`config.mk`:
```
export PLATFORM = sky130hd
export DESIGN_NAME = regbank_sb
export DESIGN_NICKNAME = d
export VERILOG_FILES = /design/src/rtl/regbank_pkg.sv /design/src/rtl/regbank_scoreboard.sv /design/src/rtl/regbank_sb.sv
export SDC_FILE = /design/constraint.sdc
export NUM_CORES = 1
export LEC_CHECK = 0
export ABC_AREA = 1
export BUFFER_PORTS_ARGS = -buffer_cell sky130_fd_sc_hd__buf_4
export CAP_MARGIN = 20
export CORE_UTILIZATION = 55
export DETAILED_ROUTE_END_ITERATION = 12
export GPL_TIMING_DRIVEN = 0
export PLACE_DENSITY = 0.76
export SLEW_MARGIN = 40
export SYNTH_ARGS = -nofsm -noshare
export SYNTH_HDL_FRONTEND = slang
export SYNTH_SLANG_ARGS = --single-unit
```
`constraint.sdc`:
```
create_clock -name clk -period 8.8 [get_ports clk]
set_input_delay 2.64 -clock clk [delete_from_list [all_inputs] [get_ports clk]]
set_output_delay 2.64 -clock clk [all_outputs]
set_load 0.02 [all_outputs]
```
`src/rtl/regbank_pkg.sv`:
```
// regbank_pkg: default sizing and busy/error encodings
// shared by the register bank and its scoreboard.
package regbank_pkg;

  localparam int DEF_DATA_W   = 16;
  localparam int DEF_DEPTH    = 14;
  localparam int DEF_ADDR_W   = 4;
  localparam int DEF_N_RD     = 2;
  localparam bit DEF_ZERO_REG = 1'b0;

  typedef enum logic {
    BUSY_FREE = 1'b0,
    BUSY_PEND = 1'b1
  } busy_e;

  typedef enum logic {
    ERR_NONE = 1'b0,
    ERR_ADDR = 1'b1
  } err_e;

  function automatic logic in_range(
    input logic [31:0] a,
    input logic [31:0] depth
  );
    return a < depth;
  endfunction

endpackage

```
`src/rtl/regbank_scoreboard.sv`:
```
// regbank_scoreboard: per-register pending-result bits
// with claim/clear update and per-read-port busy lookup.
module regbank_scoreboard
  import regbank_pkg::*;
#(
  parameter int DEPTH    = DEF_DEPTH,
  parameter int ADDR_W   = DEF_ADDR_W,
  parameter int N_RD     = DEF_N_RD,
  parameter bit ZERO_REG = DEF_ZERO_REG
) (
  input  logic                   clk,
  input  logic                   rst,
  input  logic                   claim_en,
  input  logic [ADDR_W-1:0]      claim_addr,
  input  logic                   clr_en,
  input  logic [ADDR_W-1:0]      clr_addr,
  input  logic [N_RD*ADDR_W-1:0] rd_addr,
  output logic [N_RD-1:0]        rd_busy,
  output logic [DEPTH-1:0]       busy_vec
);

  logic [DEPTH-1:0]  busy_q;
  logic [DEPTH-1:0]  claim_hit;
  logic [DEPTH-1:0]  clr_hit;
  logic              claim_ok;
  logic [ADDR_W-1:0] ra [N_RD];

  for (genvar k = 0; k < N_RD; k++) begin : g_ra
    assign ra[k] = rd_addr[k*ADDR_W +: ADDR_W];
  end

  // register 0 never goes busy when it is hardwired
  assign claim_ok = claim_en
                 && in_range(32'(claim_addr), 32'(DEPTH))
                 && !(ZERO_REG && claim_addr == '0);

  always_comb begin
    claim_hit = '0;
    clr_hit   = '0;
    for (int i = 0; i < DEPTH; i++) begin
      claim_hit[i] = claim_ok && claim_addr == ADDR_W'(i);
      clr_hit[i]   = clr_en && clr_addr == ADDR_W'(i);
    end
  end

  always_ff @(posedge clk or posedge rst) begin
    if (rst) begin
      busy_q <= '0;
    end else begin
      for (int i = 0; i < DEPTH; i++) begin
        if (claim_hit[i]) begin
          busy_q[i] <= BUSY_PEND;
        end else if (clr_hit[i]) begin
          busy_q[i] <= BUSY_FREE;
        end
      end
    end
  end

  // a bypassed write hides the pending bit unless re-claimed
  always_comb begin
    rd_busy = '0;
    for (int k = 0; k < N_RD; k++) begin
      for (int i = 0; i < DEPTH; i++) begin
        if (ra[k] == ADDR_W'(i)) begin
          rd_busy[k] = busy_q[i]
                    && !(clr_hit[i] && !claim_hit[i]);
        end
      end
      if (ZERO_REG && ra[k] == '0) begin
        rd_busy[k] = 1'b0;
      end
    end
  end

  assign busy_vec = busy_q;

endmodule

```
`src/rtl/regbank_sb.sv`:
```
// regbank_sb: multi-port register bank with write bypass,
// illegal-address error pulse and a result scoreboard.
module regbank_sb
  import regbank_pkg::*;
#(
  parameter int DATA_W   = DEF_DATA_W,
  parameter int DEPTH    = DEF_DEPTH,
  parameter int ADDR_W   = DEF_ADDR_W,
  parameter int N_RD     = DEF_N_RD,
  parameter bit ZERO_REG = DEF_ZERO_REG
) (
  input  logic                   clk,
  input  logic                   rst,
  input  logic                   we,
  input  logic [ADDR_W-1:0]      addr_wr,
  input  logic [DATA_W-1:0]      data_in,
  input  logic                   claim_en,
  input  logic [ADDR_W-1:0]      claim_addr,
  input  logic [N_RD*ADDR_W-1:0] rd_addr,
  output logic [N_RD*DATA_W-1:0] rd_data,
  output logic [N_RD-1:0]        rd_busy,
  output logic                   wr_err,
  output logic [DEPTH-1:0]       busy_vec
);

  logic [DATA_W-1:0] mem [DEPTH];
  logic [ADDR_W-1:0] ra [N_RD];
  logic              wr_legal;
  logic              wr_store;
  logic [DEPTH-1:0]  wr_hit;

  for (genvar k = 0; k < N_RD; k++) begin : g_ra
    assign ra[k] = rd_addr[k*ADDR_W +: ADDR_W];
  end

  assign wr_legal = we
                 && in_range(32'(addr_wr), 32'(DEPTH));

  // writes to a hardwired register 0 are dropped silently
  assign wr_store = wr_legal
                 && !(ZERO_REG && addr_wr == '0);

  always_comb begin
    wr_hit = '0;
    for (int i = 0; i < DEPTH; i++) begin
      wr_hit[i] = wr_store && addr_wr == ADDR_W'(i);
    end
  end

  always_ff @(posedge clk or posedge rst) begin
    if (rst) begin
      for (int i = 0; i < DEPTH; i++) begin
        mem[i] <= '0;
      end
    end else begin
      for (int i = 0; i < DEPTH; i++) begin
        if (wr_hit[i]) begin
          mem[i] <= data_in;
        end
      end
    end
  end

  always_ff @(posedge clk or posedge rst) begin
    if (rst) begin
      wr_err <= ERR_NONE;
    end else if (we && !wr_legal) begin
      wr_err <= ERR_ADDR;
    end else begin
      wr_err <= ERR_NONE;
    end
  end

  // out-of-range addresses match no register and read zero
  always_comb begin
    rd_data = '0;
    for (int k = 0; k < N_RD; k++) begin
      for (int i = 0; i < DEPTH; i++) begin
        if (ra[k] == ADDR_W'(i)) begin
          rd_data[k*DATA_W +: DATA_W] = mem[i];
        end
      end
      if (wr_legal && addr_wr == ra[k]) begin
        rd_data[k*DATA_W +: DATA_W] = data_in;
      end
      if (ZERO_REG && ra[k] == '0) begin
        rd_data[k*DATA_W +: DATA_W] = '0;
      end
    end
  end

  regbank_scoreboard #(
    .DEPTH    (DEPTH),
    .ADDR_W   (ADDR_W),
    .N_RD     (N_RD),
    .ZERO_REG (ZERO_REG)
  ) u_sb (
    .clk        (clk),
    .rst        (rst),
    .claim_en   (claim_en),
    .claim_addr (claim_addr),
    .clr_en     (wr_legal),
    .clr_addr   (addr_wr),
    .rd_addr    (rd_addr),
    .rd_busy    (rd_busy),
    .busy_vec   (busy_vec)
  );

endmodule
```
# Word-level counts from Yosys, hierarchy flattened
# Cells that the tools add are included.
# totals
register_bits	239
input_bits	36
out_inout_bits	49
word_cells	280
# op_classes
n_lt_le_gt_ge	2
eq_ne	54
mux	87
n_reduce_logical	108
# ops
operator	n
2-to-1 mux 16 bit	30
equality test 4 bit, second input constant	24
equality test 4 x 3 -> 1 bit, second input constant	16
logical AND 1 bit	61
2-to-1 mux 1 bit	57
equality test 4 x 2 -> 1 bit, second input constant	8
zero test 1 bit	29
nonzero test 2 bit	14
equality test 4 x 1 -> 1 bit, second input constant	4
zero test 4 bit	4
equality test 4 bit	2
less-than comparator 4 bit, second input constant	2

# Logic depth before layout (Yosys ltp)
# Gate-level depths: netlist of the first run.
# logic_depth
ltp_word	21
ltp_mapped	14
ltp_nobuf	14

# Cells and area by module
# Synthesis of the first run repeated with hierarchy kept, for this count alone.
# hier_totals
cells_unflattened	1995
hier_area_um2	13588.0
# by_module_without_submodules
module	instances	cells_per_inst	area_each_um2	seq_area_each_um2
regbank_sb	1	1793	12405.6	5630.4
regbank_scoreboard	1	202	1182.4	350.3

# Worst setup path after synthesis of the first run
# OpenSTA, ideal clock, no wires.
# synth_path
kind	input -> output
start	input addr_wr[0]
end	output rd_busy[1]
arrival_ns	3.950
required_time_ns	6.160
slack_ns	2.210
stages	14
n_path_buf	2
path_cell_list	buf_2 > inv_1 > nand3_1 > nor2_2 > buf_6 > nand2_1 > nand3_1 > nand3_1 > nor2_1 > nand4_1 > nand2_1 > nand4_1 > nor2_1 > nand3_1
# synth_via
elab_chain_cells	20
elab_cells_between_ends	86
cone_classes	order compare: 1; eq/ne: 13; mux: 14; reduce/logical: 58
# synth_lines
item	line	rtl
from (decl)	regbank_sb.sv:15	input logic [ADDR_W-1:0] addr_wr,
less-than comparator 4 bit	regbank_pkg.sv:25	return a < depth;
logical AND 1 bit	regbank_sb.sv:37	&& in_range(32'(addr_wr), 32'(DEPTH));
logical AND 1 bit	regbank_scoreboard.sv:42	clr_hit[i] = clr_en && clr_addr == ADDR_W'(i);
logical AND 1 bit	regbank_scoreboard.sv:67	&& !(clr_hit[i] && !claim_hit[i]);
zero test 1 bit	regbank_scoreboard.sv:67	
logical AND 1 bit	regbank_scoreboard.sv:67	
2-to-1 mux 1 bit (13 in series)	regbank_scoreboard.sv:65	if (ra[k] == ADDR_W'(i)) begin
2-to-1 mux 1 bit (*)	regbank_scoreboard.sv:65	
to (decl)	regbank_sb.sv:21	output logic [N_RD-1:0] rd_busy,
# Every way passes the cells marked *; elsewhere a longest branch is shown, timed or not.

# Worst setup path after layout of the first run
# layout_path
start	input addr_wr[1]
end	output rd_busy[0]
# Same word-level chain as after synthesis.

==> Flow_metrics.wiki, run 1 <==
{| class="wikitable"
! Metric !! Value
|-
| Number of core rows || 56
|-
| Post-Place Cells || 2308
|-
| Clock slew seen by the registers of the worst setup and hold paths || 0.06 ns
|-
| Tmin final || 7.43 ns
|-
| Share of the yosys chip area belonging to registers || 45.5%
|-
| Final standard cell utilization of the core || 64.9%
|-
| Setup-failing EPs final || 0
|-
| Arrival time reported for the critical path endpoint || 4.79 ns
|-
| Iteration-0 DRC Markers || 1678
|-
| Post-route clock skew || 0 ns
|-
| Static leakage power || 7.15 nW
|-
| Crit path to || rd_busy[0]
|-
| Remaining antenna violation count after routing || 0
|-
| CTS sink cnt || 239
|-
| Total negative slack for setup checks || 0 ns
|-
| Via count of the first global-routing pass || 12604
|-
| Min setup slack post-route || 1.37 ns
|-
| Width of the die || 157 um
|-
| Die area || 0.0245 mm2
|-
| GR Util met2 || 59.6%
|-
| Post-CTS Hold Buffers || 0
|-
| Core region area || 0.0235 mm2
|-
| Maximum capacitance violations || 0
|-
| Measured slew at the worst slew-check pin || 0.802 ns
|-
| Placed wire-length estimate after detailed placement || 35500 um
|-
| Number of ports placed on the die boundary || 85
|-
| Data required time of the critical path || 6.16 ns
|-
| Achievable clock frequency || 0.135 GHz
|-
| Category of the critical setup timing path || in -> out
|-
| Starting utilization of the core area || 56.0%
|-
| Reg2reg setup slack || 8.06 ns
|-
| Number of setup buffers added after CTS || 0
|-
| Post-synthesis sequential element count || 239
|-
| Distinct cell type count after synthesis || 26
|-
| Number of buffers created by CTS || 27
|-
| Post-synth net total || 1943
|-
| Chip height || 157 um
|-
| Endpoint of the most critical register-to-register path || mem[107]$_DFFE_PP0P_
|-
| Final net count || 2054
|-
| Share of final-layout standard cells stronger than drive strength 1 || 9.39%
|-
| Nature of the critical path startpoint || input pin
|-
| Global Route met1 Usage || 51.6%
|-
| Launching element of the worst setup path || addr_wr[1]
|-
| Global routing usage on met3 || 4.62%
|-
| Pwr dens || 221 mW/mm2
|-
| Status || completed
|-
| Number of failing hold endpoints at the final stage || 0
|-
| Post-synthesis cell type with the largest combined area || dfrtp_1
|-
| Area share of the leading cell type in the synthesized netlist || 45.5%
|-
| Count of mapped cells out of synthesis || 1907
|-
| Endpoint type of the worst setup path || primary output
|-
| Buffers on Ports || 70
|-
| Count of vias placed by the detailed router || 13438
|-
| Number of flops mapped to enable cells by yosys || 0
|-
| Wire length of the first global-routing pass || 69900 um
|-
| Ratio of routed vias to standard cells || 5.71
|-
| Worst supply voltage drop on vdd || 152 uV
|-
| Antenna violations before repair || 0
|-
| 1st-pass router iterations || 5
|-
| Post-place setup slack || 1.48 ns
|-
| Tot Pwr || 3.37 mW
|-
| Leading register cell type out of synthesis || dfrtp_1
|-
| Number of buffers on the longest clock path || 3
|-
| Antenna Cells || 0
|-
| Post-Synthesis Cell Area || 0.0132 mm2
|-
| Wire length reported by the detailed router || 45100 um
|-
| Root buf cell || clkbuf_16
|-
| Residual DRC count || 0
|-
| Average routed wire per standard cell || 19.1 um
|-
| Worst min path class || reg -> reg
|-
| Reg-to-reg startpoint || mem[107]$_DFFE_PP0P_
|-
| Share of flip-flops with an asynchronous set or reset || 100%
|-
| Slew HR || 46.5%
|-
| Pin count of the biggest net entering global routing || 26
|-
| Gr ovfl total || 0
|-
| Warnings, synthesis || 0
|-
| Worst r2r path cells || 2
|-
| Leading cell types by total area after synthesis || dfrtp_1, nand2_1, o21ai_0
|-
| Top fanout value on the critical path || 10
|-
| Syn avg cell area || 6.90 um2
|-
| Post-cts resize count || 0
|-
| Final number of max-transition violations || 0
|-
| GP Congestion || 0.971
|-
| Period utilization || 84.5%
|-
| Number of levels the H-tree was split into || 1
|-
| Unrepaired setup endpoints after global routing || false
|-
| Cell depth of the worst hold path || 2
|-
| Area growth from synthesis to final layout || 15.8%
|-
| GRT Resource Usage Total || 37.4%
|-
| Filler cell count || 2116
|-
| Clock tree from TritonCTS || yes
|-
| Final cell count without fillers || 2354
|-
| Layer with the highest usage after global routing || met2
|-
| Insertion delay of the later-clocked pin in the worst-skew pair || 0.55 ns
|}
## synthesized netlist by cell type, types with 4 or more instances
library cell and instances:
xor2_1 4, nor3_1 5, nand2_2 5, a21oi_1 101, inv_1 207, o21ai_0 246, nor2_1 205, nand3_1 49
buf_2 22, o22ai_1 19, dfrtp_1 239, nor2_2 16, inv_2 11, clkbuf_2 4, nor2_4 5, o21ai_1 5
o211ai_1 7, clkbuf_1 59, nand2_1 626, nand4_1 65
## stage by stage
stage / area [um2] / hold slack [ns]
after CTS: 15200 / 0.510
after floorplan: 13200 / 0.464
after global routing: 15200 / 0.529
after detailed placement: 14300 / 0.495
final: 15200 / 0.510
after global placement: 14100 / 0.484
## area by class of cell
type                       count  area (um2)  area share (%)
tap                          319         399            2.62
sequential                   239        5980            39.3
inverter                     218         822            5.40
clock buffer                  36         759            4.99
timing repair buffer          82         786            5.16
multi-input combinational   1361        5970            39.2
buffer                        89         382            2.50
clock inverter                10         133           0.871
## where the power goes
group / switching, mW / leakage [nW] / internal [mW]
sequential: 0.163 / 2.91 / 1.35
clock: 0.474 / 0.444 / 0.689
combinational: 0.449 / 3.80 / 0.245
## sequential cells by signal, indices dropped and copies added, names as in the netlist
signal         flops
mem              224
u_sb.busy_vec     14
wr_err             1
## cells by family after synthesis
group           share of synthesized area, %
compound gates                          14.7
xor+xnor                               0.266
buf+inv                                 9.12
flops                                   45.5
simple gates                            30.4
## worst max-delay path: stages
cell and delay [ns]:
buf_4 0.14, inv_2 0.09, nand3_1 0.25, nor2_2 0.31, buf_6 0.19, nand2_1 0.07
nand3_1 0.08, nand3_1 0.10, nor2_1 0.15, nand4_1 0.15, nand2_1 0.12, nand4_1 0.11
nor2_1 0.14, nand3_1 0.09, buf_4 0.17
## layer usage
metal	part of all wire (%)	routed length, um
met5	0	0
met4	4.0	1810
met3	8.5	3820
met2	45	20500
met1	42	19000
## cell usage in the layout (no fill, tap or decap), drive strengths merged
cell type / count
a21oi: 101
buf: 108
bufinv: 3
clkbuf: 99
clkinv: 6
clkinvlp: 1
dfrtp: 239
inv: 218
nand2: 631
nand3: 49
nand3b: 1
nand4: 65
nor2: 226
nor3: 5
nor3b: 1
o211ai: 7
o21ai: 251
o22ai: 19
or2: 1
xor2: 4
## worst min path at each step
stage / start / endpoint / slack [ns]
floorplan: mem[35]$_DFFE_PP0P_ / mem[35]$_DFFE_PP0P_ / 0.46
global placement: mem[59]$_DFFE_PP0P_ / mem[59]$_DFFE_PP0P_ / 0.48
detailed placement: mem[36]$_DFFE_PP0P_ / mem[36]$_DFFE_PP0P_ / 0.49
CTS: mem[36]$_DFFE_PP0P_ / mem[36]$_DFFE_PP0P_ / 0.51
global route: mem[94]$_DFFE_PP0P_ / mem[94]$_DFFE_PP0P_ / 0.53
finish: mem[47]$_DFFE_PP0P_ / mem[47]$_DFFE_PP0P_ / 0.51
No activity file was read; power rests on OpenSTA's default activity.
==> run 2, diff against run 1 <==
- CORE_UTILIZATION: 55 -> 60
- PLACE_DENSITY: 0.76 -> 0.79
- clock period: 8.8 -> 7.29 ns (I/O delays scaled with it)
==> run 2 against run 1 <==
Compared with the run above:
- first-iteration DRC count is 9.4% lower
- total power is 21% higher
- wire length hardly changed
- hold slack better by 0.0049 ns
- sequential cell count stayed put
- critical path type unchanged
==> Flow_metrics.wiki, run 2 (synthesized netlist as in run 1, its figures left out) <==
{| class="wikitable"
! Metric !! Value
|-
| Critical path depth in cells || 15 (unchanged)
|-
| Data required time of the critical path || 5.10 ns (was 6.16 ns)
|-
| Post-CTS Hold Buffers || 0 (unchanged)
|-
| GP Congestion || 0.976 (was 0.971)
|-
| Switching component of the power || 1.32 mW (was 1.09 mW)
|-
| CTS sink cnt || 239 (unchanged)
|-
| Status || completed (unchanged)
|-
| Maximum capacitance violations || 0 (unchanged)
|-
| Unrepaired setup endpoints after global routing || false (unchanged)
|-
| Sequential group share of total power || 45.0% (was 44.9%)
|-
| GRT Resource Usage Total || 40.8% (was 37.4%)
|-
| Insertion delay of the later-clocked pin in the worst-skew pair || 0.53 ns (was 0.55 ns)
|-
| Core region area || 0.0213 mm2 (was 0.0235 mm2)
|-
| Most common library cell in the layout ignoring fill and taps || nand2_1 (unchanged)
|-
| GR Util met2 || 65.4% (was 59.6%)
|-
| Proportion of total power due to net switching || 32.4% (was 32.2%)
|-
| Final number of max-transition violations || 0 (unchanged)
|-
| Cell Chain, Critical Path || buf_2, inv_1, nand3_1, nor2_2, buf_6, nand2_1, nand3_1, nand3_1, nor2_1, nand4_1, nand2_1, nand4_1, nor2_1, nand3_1, buf_4 (was buf_4, inv_2, nand3_1, nor2_2, buf_6, nand2_1, nand3_1, nand3_1, nor2_1, nand4_1, nand2_1, nand4_1, nor2_1, nand3_1, buf_4)
|-
| Worst min path class || reg -> reg (unchanged)
|-
| Register with the highest flop count || mem (unchanged)
|-
| Die area || 0.0225 mm2 (was 0.0245 mm2)
|-
| Number of setup buffers added after CTS || 0 (unchanged)
|-
| Crit-path most repeated cell || nand3_1 (unchanged)
|-
| Measured slew at the worst slew-check pin || 0.766 ns (was 0.802 ns)
|-
| Ratio of routed vias to standard cells || 5.85 (was 5.71)
|-
| Layer with the highest usage after global routing || met2 (unchanged)
|-
| Crit path to || rd_busy[0] (unchanged)
|-
| Post-route clock skew || 0 ns (unchanged)
|-
| Final net count || 2053 (was 2054)
|-
| Post-cts resize count || 0 (unchanged)
|-
| Number of buffers created by CTS || 27 (unchanged)
|-
| Nature of the critical path startpoint || input pin (unchanged)
|-
| Wire length of the first global-routing pass || 69500 um (was 69900 um)
|-
| Max incr delay on CP || 0.32 ns (was 0.31 ns)
|-
| Clock tree from TritonCTS || yes (unchanged)
|-
| Arrival time reported for the critical path endpoint || 4.35 ns (was 4.79 ns)
|-
| Wire length reported by the detailed router || 45100 um (about the same)
|-
| Pin count of the biggest net entering global routing || 27 (was 26)
|-
| Share of final-layout standard cells stronger than drive strength 1 || 9.38% (was 9.39%)
|-
| Gate family responsible for the most delay along the worst path || simple AND/OR/NAND/NOR gates (unchanged)
|-
| Cell depth of the worst hold path || 2 (unchanged)
|-
| Achievable clock frequency || 0.153 GHz
|-
| Pwr dens || 268 mW/mm2 (was 221 mW/mm2)
|-
| Reg-to-reg startpoint || u_sb.busy_vec[12]$_DFFE_PP0P_ (was mem[107]$_DFFE_PP0P_)
|-
| Launching element of the worst setup path || addr_wr[0] (was addr_wr[1])
|-
| Tot Pwr || 4.07 mW (was 3.37 mW)
|-
| Max FFs per register || 224 (unchanged)
|-
| Width of the die || 150 um (was 157 um)
|-
| Gr ovfl total || 0 (unchanged)
|-
| Number of ports placed on the die boundary || 85 (unchanged)
|-
| Worst path slowest cell || nor2_2 (unchanged)
|-
| Power share of the combinational group || 20.7% (was 20.6%)
|-
| Category of the critical setup timing path || in -> out (unchanged)
|-
| Period utilization || 89.7%
|-
| Buffers on Ports || 70 (unchanged)
|-
| Filler cell count || 1783 (was 2116)
|-
| Root buf cell || clkbuf_16 (unchanged)
|-
| Reg2reg setup slack || 6.53 ns (was 8.06 ns)
|-
| Chip height || 150 um (was 157 um)
|-
| Power share of the clock group || 34.3% (was 34.5%)
|-
| Global Route met1 Usage || 54.8% (was 51.6%)
|-
| Antenna violations before repair || 0 (unchanged)
|-
| Iteration-0 DRC Markers || 1520 (was 1678)
|-
| Clock slew seen by the registers of the worst setup and hold paths || 0.06 ns (about the same)
|-
| Count of vias placed by the detailed router || 13528 (was 13438)
|-
| Setup-failing EPs final || 0 (unchanged)
|-
| CP Buf/Inv Count || 4 (unchanged)
|-
| Worst supply voltage drop on vdd || 212 uV (was 152 uV)
|-
| Number of failing hold endpoints at the final stage || 0 (unchanged)
|-
| Via count of the first global-routing pass || 12705 (was 12604)
|-
| Total negative slack for setup checks || 0 ns (unchanged)
|-
| Number of core rows || 53 (was 56)
|-
| Area growth from synthesis to final layout || 15.5% (was 15.8%)
|-
| Top fanout value on the critical path || 10 (unchanged)
|-
| Residual DRC count || 0 (unchanged)
|-
| Tmin final || 6.54 ns
|-
| Average routed wire per standard cell || 19.5 um (was 19.1 um)
|-
| Hold slack final || 0.515 ns (was 0.510 ns)
|-
| Remaining antenna violation count after routing || 0 (unchanged)
|-
| Worst r2r path cells || 2 (unchanged)
|-
| 1st-pass router iterations || 7 (was 5)
|-
| Number of levels the H-tree was split into || 1 (unchanged)
|-
| Endpoint type of the worst setup path || primary output (unchanged)
|-
| Number of buffers on the longest clock path || 3 (unchanged)
|-
| Starting utilization of the core area || 61.8% (was 56.0%)
|-
| Static leakage power || 7.15 nW (about the same)
|-
| Endpoint of the most critical register-to-register path || u_sb.busy_vec[12]$_DFFE_PP0P_ (was mem[107]$_DFFE_PP0P_)
|-
| Placed wire-length estimate after detailed placement || 35300 um (was 35500 um)
|-
| Commonest non-fill, non-tap cells in the layout || nand2_1, o21ai_0, dfrtp_1 (unchanged)
|-
| Slew HR || 48.8% (was 46.5%)
|-
| Antenna Cells || 0 (unchanged)
|-
| Total internal power || 2.75 mW (was 2.28 mW)
|-
| Global routing usage on met3 || 6.25% (was 4.62%)
|}
run 2: cell count changes in the layout (fill, tap and decap cells not counted), sizes merged:
cell / before / now
buf: 108 / 107
clkinvlp: 1 / 4
inv: 218 / 217
run 2: layout make-up:
type	count	area (um2)	share of cell area, %
clock inverter	12	146	0.963
inverter	218	822	5.41
tap	275	344	2.26
buffer	89	382	2.51
multi-input combinational	1361	5970	39.3
clock buffer	36	749	4.93
sequential	239	5980	39.4
timing repair buffer	81	798	5.25
run 2: how the worst min path moves through the flow:
| stage | startpoint | to | slack (ns) |
|---|---|---|---|
| detailed placement | mem[36]$_DFFE_PP0P_ | mem[36]$_DFFE_PP0P_ | 0.49 |
| global placement | mem[35]$_DFFE_PP0P_ | mem[35]$_DFFE_PP0P_ | 0.48 |
| global route | mem[43]$_DFFE_PP0P_ | mem[43]$_DFFE_PP0P_ | 0.52 |
| floorplan | mem[35]$_DFFE_PP0P_ | mem[35]$_DFFE_PP0P_ | 0.46 |
| finish | mem[43]$_DFFE_PP0P_ | mem[43]$_DFFE_PP0P_ | 0.52 |
| CTS | mem[36]$_DFFE_PP0P_ | mem[36]$_DFFE_PP0P_ | 0.51 |
run 2: through the flow:
step	utilization, %	instances	worst slack (ns)	area (um2)
5_1_grt	71.4	2311	0.590	15200
3_5_place_dp	67.2	2263	0.905	14300
2_1_floorplan	-	1907	1.61	13200
3_3_place_gp	65.9	2252	0.499	14000
4_1_cts	71.4	2311	0.903	15200
6_report	71.4	2311	0.754	15200
run 2: power groups by stage:
| stage | registers (mW) | clock network (mW) | logic (mW) |
|---|---|---|---|
| 2_1_floorplan | 1.81 | 0 | 0.521 |
| 3_3_place_gp | 1.83 | 0 | 0.773 |
| 3_5_place_dp | 1.84 | 0 | 0.821 |
| 4_1_cts | 1.82 | 1.39 | 0.830 |
| 5_1_grt | 1.86 | 1.45 | 0.935 |
| 6_report | 1.83 | 1.40 | 0.842 |
run 2: routing by layer:
| metal | part of all wire [%] | up-vias |
|---|---|---|
| met5 | 0 | - |
| met4 | 4.0 | 0 |
| met3 | 9.3 | 128 |
| met2 | 46 | 774 |
| met1 | 41 | 6324 |
| li1 | - | 6302 |
run 2: tightest hold or removal path, stage by stage (launching register included):
cell,delay (ns)
dfrtp_1,0.36
nand2_1,0.05
o21ai_0,0.06
